### src/rtl/tcm_share_arbiter.sv
// ---------------------------------------------------------------------------
// tcm_share_arbiter
//
// Shares one single-port, byte-writable TCM array (1-cycle read latency)
// between the core load/store port and the external access port (ext_*).
//
// Default build: the core has fixed priority. A saturating starvation
// counter forces an ext grant after STARVE_MAX consecutive in-range ext
// losses.
//
// Build option SOPHON_TCM_ARB_RR_EN: round-robin between core and ext on
// contested cycles. The starvation counter is then absent.
//
// Ports
//   clk_i, rst_ni         clock, asynchronous active-low reset
//   core_*                core request side (ack is combinational, rvalid +1)
//   ext_*                 ext request side (ack/error/rdata registered pulse)
//   ram_*                 RAM macro side (word address, byte enables)
//   dbg_rsp_state_o       current response-FSM state, for observation only
//
// Handshake: core_req_i is accepted in the cycle core_ack_o is high.
// ext_req_i is held until ext_ack_o. A request is blocked (ext_busy_q)
// from its grant until its ack, so the still-held request is not re-granted.
// An ext address above the TCM size takes the error path. It never drives
// the RAM, so it is accepted in the same cycle as any core grant.
// ---------------------------------------------------------------------------
module tcm_share_arbiter #(
    parameter int ADDR_W     = 16,
    parameter int STARVE_MAX = 4
) (
    input  logic              clk_i,
    input  logic              rst_ni,
    input  logic              core_req_i,
    input  logic              core_we_i,
    input  logic [ADDR_W-1:0] core_addr_i,
    input  logic [31:0]       core_wdata_i,
    input  logic [3:0]        core_strb_i,
    output logic              core_ack_o,
    output logic              core_rvalid_o,
    output logic [31:0]       core_rdata_o,
    input  logic              ext_req_i,
    input  logic              ext_we_i,
    input  logic [31:0]       ext_addr_i,
    input  logic [31:0]       ext_wdata_i,
    output logic              ext_ack_o,
    output logic              ext_error_o,
    output logic [31:0]       ext_rdata_o,
    output logic              ram_en_o,
    output logic              ram_we_o,
    output logic [ADDR_W-3:0] ram_addr_o,
    output logic [31:0]       ram_wdata_o,
    output logic [3:0]        ram_bwe_o,
    input  logic [31:0]       ram_rdata_i,
    output logic [2:0]        dbg_rsp_state_o
);

    typedef enum logic [2:0] {
        RSP_IDLE    = 3'd0,
        RSP_CORE_RD = 3'd1,
        RSP_EXT_RD  = 3'd2,
        RSP_EXT_WR  = 3'd3,
        RSP_EXT_ERR = 3'd4
    } rsp_e;

    rsp_e rsp_q, rsp_d;
    logic ext_busy_q, ext_busy_d;
    // The error response is carried separately so that it can coincide
    // with a core read response in the same cycle.
    logic err_q, err_d;

    logic ext_valid, ext_in_range, ext_err_acc, ext_ram_vld, core_vld;
    logic ext_gnt, core_gnt;

    // The word address ignores the low two address bits.
    logic unused_addr_bits;
    assign unused_addr_bits = ^{core_addr_i[1:0], ext_addr_i[1:0]};

    // All grants are gated by reset, so the combinational RAM and core
    // outputs also read zero while reset is asserted.
    assign core_vld     = rst_ni & core_req_i;
    assign ext_valid    = rst_ni & ext_req_i & ~ext_busy_q;
    assign ext_in_range = (ext_addr_i[31:ADDR_W] == '0);
    assign ext_err_acc  = ext_valid & ~ext_in_range;
    assign ext_ram_vld  = ext_valid & ext_in_range;

`ifdef SOPHON_TCM_ARB_RR_EN
    // prio_q: 0 = core wins the next contested cycle, 1 = ext wins.
    logic prio_q, prio_d;

    assign ext_gnt  = ext_ram_vld & (~core_vld | prio_q);
    assign core_gnt = core_vld & ~ext_gnt;

    always_comb begin
        prio_d = prio_q;
        if (ext_ram_vld && core_vld) begin
            prio_d = ~ext_gnt;  // hand priority to this cycle's loser
        end
    end

    always_ff @(posedge clk_i or negedge rst_ni) begin
        if (!rst_ni) prio_q <= 1'b0;
        else         prio_q <= prio_d;
    end
`else
    localparam logic [3:0] STARVE_LIM = 4'(STARVE_MAX);
    logic [3:0] starve_q, starve_d;

    assign ext_gnt  = ext_ram_vld & (~core_vld | (starve_q == STARVE_LIM));
    assign core_gnt = core_vld & ~ext_gnt;

    // Only in-range ext losses count. An error-path request is never a loss.
    always_comb begin
        starve_d = 4'd0;
        if (ext_ram_vld && core_gnt) begin
            starve_d = (starve_q == STARVE_LIM) ? starve_q : starve_q + 4'd1;
        end
    end

    always_ff @(posedge clk_i or negedge rst_ni) begin
        if (!rst_ni) starve_q <= 4'd0;
        else         starve_q <= starve_d;
    end
`endif

    // RAM drive from the single winner.
    always_comb begin
        core_ack_o  = core_gnt;
        ram_en_o    = 1'b0;
        ram_we_o    = 1'b0;
        ram_addr_o  = '0;
        ram_wdata_o = 32'd0;
        ram_bwe_o   = 4'd0;
        if (ext_gnt) begin
            ram_en_o    = 1'b1;
            ram_we_o    = ext_we_i;
            ram_addr_o  = ext_addr_i[ADDR_W-1:2];
            ram_wdata_o = ext_wdata_i;
            ram_bwe_o   = ext_we_i ? 4'hF : 4'h0;
        end else if (core_gnt) begin
            ram_en_o    = 1'b1;
            ram_we_o    = core_we_i;
            ram_addr_o  = core_addr_i[ADDR_W-1:2];
            ram_wdata_o = core_wdata_i;
            ram_bwe_o   = core_we_i ? core_strb_i : 4'h0;
        end
    end

    // Response FSM: loaded every cycle from this cycle's grant.
    always_comb begin
        rsp_d = RSP_IDLE;
        err_d = ext_err_acc;
        if (ext_gnt)                     rsp_d = ext_we_i ? RSP_EXT_WR : RSP_EXT_RD;
        else if (core_gnt && !core_we_i) rsp_d = RSP_CORE_RD;
        else if (ext_err_acc)            rsp_d = RSP_EXT_ERR;
    end

    // The busy flag cannot be set in an ack cycle, because ext_valid is low
    // while it is still set.
    always_comb begin
        ext_busy_d = ext_busy_q | ext_gnt | ext_err_acc;
        if (ext_ack_o) ext_busy_d = 1'b0;
    end

    always_ff @(posedge clk_i or negedge rst_ni) begin
        if (!rst_ni) begin
            rsp_q      <= RSP_IDLE;
            err_q      <= 1'b0;
            ext_busy_q <= 1'b0;
        end else begin
            rsp_q      <= rsp_d;
            err_q      <= err_d;
            ext_busy_q <= ext_busy_d;
        end
    end

    always_comb begin
        core_rvalid_o = 1'b0;
        core_rdata_o  = 32'd0;
        ext_ack_o     = err_q;
        ext_error_o   = err_q;
        ext_rdata_o   = 32'd0;
        case (rsp_q)
            RSP_CORE_RD: begin
                core_rvalid_o = 1'b1;
                core_rdata_o  = ram_rdata_i;
            end
            RSP_EXT_RD: begin
                ext_ack_o   = 1'b1;
                ext_rdata_o = ram_rdata_i;
            end
            RSP_EXT_WR:  ext_ack_o = 1'b1;
            default: ;
        endcase
    end

    assign dbg_rsp_state_o = rsp_q;

endmodule

### config.mk
export PLATFORM = sky130hd
export DESIGN_NAME = tcm_share_arbiter
export DESIGN_NICKNAME = d
export VERILOG_FILES = /design/src/rtl/tcm_share_arbiter.sv
export SDC_FILE = /design/constraint.sdc
export NUM_CORES = 1
export LEC_CHECK = 0
export ABC_CLOCK_PERIOD_IN_PS = 1800
export CORE_MARGIN = 8
export CORE_UTILIZATION = 23
export CTS_CLUSTER_SIZE = 30
export DETAILED_ROUTE_END_ITERATION = 12
export PLACE_DENSITY = 0.76
export SYNTH_ARGS = -nofsm -noshare
export SYNTH_HDL_FRONTEND = slang
export SYNTH_SLANG_ARGS = --single-unit
### constraint.sdc
create_clock -name clk_i -period 1.8 [get_ports clk_i]
set_clock_uncertainty 0.2 [all_clocks]
set_input_delay 0.36 -clock clk_i [delete_from_list [all_inputs] [get_ports clk_i]]
set_output_delay 0.36 -clock clk_i [all_outputs]
set_load 0.005 [all_outputs]
==> summary.md <==
| Metric | Value |
|---|---|
| Mean Syn Cell Area | `about 6.9 sq um` |
| DR iter-0 viols | `203` |
| Count of final hold-check violations | `0` |
| Gpl congestion | `around 0.84` |
| H-tree depth | `1` |
| Post-Syn Area | `2053 sq um` |
| Met2 WL | `just under 10 mm` |
| RR Endpoint | `dbg_rsp_state_o[0]` |
| Area delta synth->final | `210.6%` |
| MaxCap Viol Count | `0` |
| Detailed placement HPWL | `slightly above 10 mm` |
| DIE AREA | `roughly 12,000 sq um` |
| Drt wl/cell | `about 23 microns` |
| Syn Inst Count | `about 300` |
| Critical path arrival | `1.90 ns` |
| Commonest cells post-synth | `and2_1, nand2_1, nand4_1, o21ai_2, clkbuf_1` |
| Fin. max-slew vios | `0` |
| Final worst slack | `-0.6625 ns` |
| DRT Wirelength | `17.55 mm` |
| Post-synth EDFFs | `0` |
| Reg2Reg Setup Slack | `-0.37 ns` |
| Asr flop ratio synth | `100.0%` |
| Startpoint of the worst-slack reg-to-reg timing path | `starve_q[0]` |
| Critical Path Fanout Max | `8` |
| Maximum clock frequency | `406.1 MHz` |
| Post-synth top flop | `dfrtp_1` |
| Sink Count | `9` |
| Pin slew with the least headroom to its limit | `roughly 0.32 ns` |
| Vias | `slightly below 4,000` |
| First-pass GRT wire length | `23.49 mm` |
| Row Count | `34` |
| CP required | `1.24 ns` |
| Placed inst area | `approximately 5000 sq um` |
| Root Driver | `clkbuf_8` |
| Synth area leader | `and2_1` |
| Max layer used | `met4` |
| PD cells | `about 200 nW/um^2` |
| Initial antenna violation count | `1` |
| Part of the Yosys area used for sequential elements | `a little over a tenth` |
| Main area contributors after synthesis | `and2_1, o21ai_2, nand4_1` |
| Tcrit/Tclk final | `136.8%` |
| Share of layout cells above drive strength 1 | `between 50% and 60%` |
| Peak VDD IR | `about 0.10 mV` |
| Drc violations | `0` |
| Worst-skew pair later-pin latency | `approximately 0.24 ns` |
| Design area | `around 6400 sq um` |
| Die X | `between 100 and 150 microns` |
| Avg Vias per Cell | `about 5` |
| Most instantiated library cell after synthesis | `and2_1` |
| Final antenna-violating net count | `0` |
| DRT Pass-1 Iters | `4` |
| Number of global-route vias before repair | `about 4,200` |
| Inserted Clock Buffers | `3` |
| Post-synth top area share | `between 20% and 30%` |
| Core ar. | `8678 sq um` |
| Met3 Routed Length | `1.350 mm` |
| FF-to-FF path depth | `9` |
| CTS tree | `done` |
| Endpoints failing setup | `between 100 and 150` |
| Max-slew headroom | `78.40%` |
| Type of origin of the critical path | `flip-flop` |
| Synth unique cells | `31` |
| Clock transition at path regs | `around 0.050 ns` |
| Total track usage | `a little under a quarter` |
| Warnings, synthesis | `0` |
| Syn_nets | `453` |
| Port Buf Inserts | `between 200 and 300` |
| Nets | `826` |
| Largest net degree at the start of global routing | `38` |
| Critical Path Sink Type | `output pin` |
| Initial core utilization | `around a quarter` |
| Crit Path Class | `reg2out` |
| Unrepaired setup endpoints after global routing | `true` |
| Non-Filler Instances | `roughly 780` |
| Clk buf depth | `2` |
| # hold bufs at CTS | `0` |
| Final min period | `roughly 2.5 ns` |
| Failing checks | `setup timing` |
| Chip height | `roughly 110 microns` |
| Filler cells | `just under 600` |
| Total gr overflow | `0` |
| Status | `finished with violations` |
| I/O pins | `between 200 and 300` |
| Placed cells | `between 600 and 700` |
| Static leakage | `around 3 nW` |
| Wl on met1 | `6.178 mm` |
| Flops & latches, synth | `9` |
| HP Class | `in2async` |
layer usage:
metal,track usage (%),vias to the layer above
li1,-,1791
met4,7.027,0
met1,23.04,1878
met5,0,-
met2,46.42,216
met3,6.169,29
worst max-delay path, stage by stage (launching register included):
cell and delay (ns):
dfrtp_1 0.39, inv_1 0.07, ha_2 0.17, nand2_2 0.06, o21ai_4 0.18, and4b_4 0.33, buf_8 0.16, buf_8 0.12
o21ai_2 0.05, buf_2 0.13
repair_timing:
action                                  CTS  global route
gates cloned                             14             3
resized for setup                       683           128
buffers inserted                         75            31
pin swaps                                96            25
endpoints found under the setup margin  129           126
cell usage in the layout (no fill, tap or decap), drive strengths merged:
cell type,n
clkdlybuf4s15,7
and2,66
and4b,1
nand2b,2
nor3,1
nor3b,1
nor2,5
ha,2
inv,3
a211oi,1
mux2,1
buf,247
nand2,51
nor4,7
clkdlybuf4s50,131
diode,1
dlymetal6s2s,2
dfrtp,9
nand3b,1
and2b,1
dlygate4sd2,6
xnor2,2
o21ai,52
clkbuf,13
and3,3
nand4,47
a21oi,1
nor4b,1
nand3,5
how the worst max path moves through the flow:
stage | slack (ns) | startpoint | cells past startpoint | to
3_3_place_gp | -1.29 | rst_ni | 7 | ram_wdata_o[20]
6_report | -0.66 | starve_q[0] | 9 | ram_addr_o[8]
4_1_cts | -0.77 | starve_q[0] | 10 | ram_addr_o[5]
2_1_floorplan | -0.19 | starve_q[0] | 8 | ram_addr_o[12]
3_5_place_dp | -1.29 | ext_addr_i[26] | 8 | ram_wdata_o[20]
5_1_grt | -0.76 | starve_q[0] | 9 | ram_wdata_o[11]
cell type report:
type                    count  area [sq um]  share of cell area [%]
diodes                      1         2.502                 0.03924
clock buffers               4         45.04                  0.7063
inverters                   3         11.26                  0.1766
multi-input cells         251          1908                   29.92
flip-flops and latches      9         226.5                   3.551
well taps                 108         135.1                   2.119
repair buffers            402          4049                   63.49
cells by family (layout without fill, tap and decap cells):
logic type | after synthesis | in the layout | share of synthesized area [%]
fa+ha+maj | 2 | 2 | 1.219
simple gates | 192 | 192 | 54.17
flops | 9 | 9 | 10.97
compound gates | 54 | 54 | 20.23
other cells | 0 | 1 | 0
xor+xnor | 2 | 2 | 0.8533
buf+inv | 37 | 409 | 11.82
mux | 1 | 1 | 0.7310
report_power, final:
part / internal (W) / switching (W)
clock: 0.000155 / 0.0000917
sequential: 0.000211 / 0.00000514
combinational: 0.000523 / 0.000274
state kept, by name, indices dropped and copies added (netlist names):
signal           flops
dbg_rsp_state_o      3
ext_error_o          1
starve_q             4
ext_busy_q           1
stage by stage:
step	total power [W]	setup TNS (ns)	utilization, %	hold slack (ns)	setup WS (ns)
floorplan	0.0003539	-8.696	-	-0.1356	-0.1853
global placement	0.0008971	-84.82	58.22	0.3241	-1.288
detailed placement	0.0009053	-86.15	58.22	0.3603	-1.288
CTS	0.001184	-57.67	68.05	0.1116	-0.7651
global route	0.001317	-65.54	73.49	0.1084	-0.7551
finish	0.001260	-57.35	73.49	0.07695	-0.6625
Power figures use the tool's default switching activity.
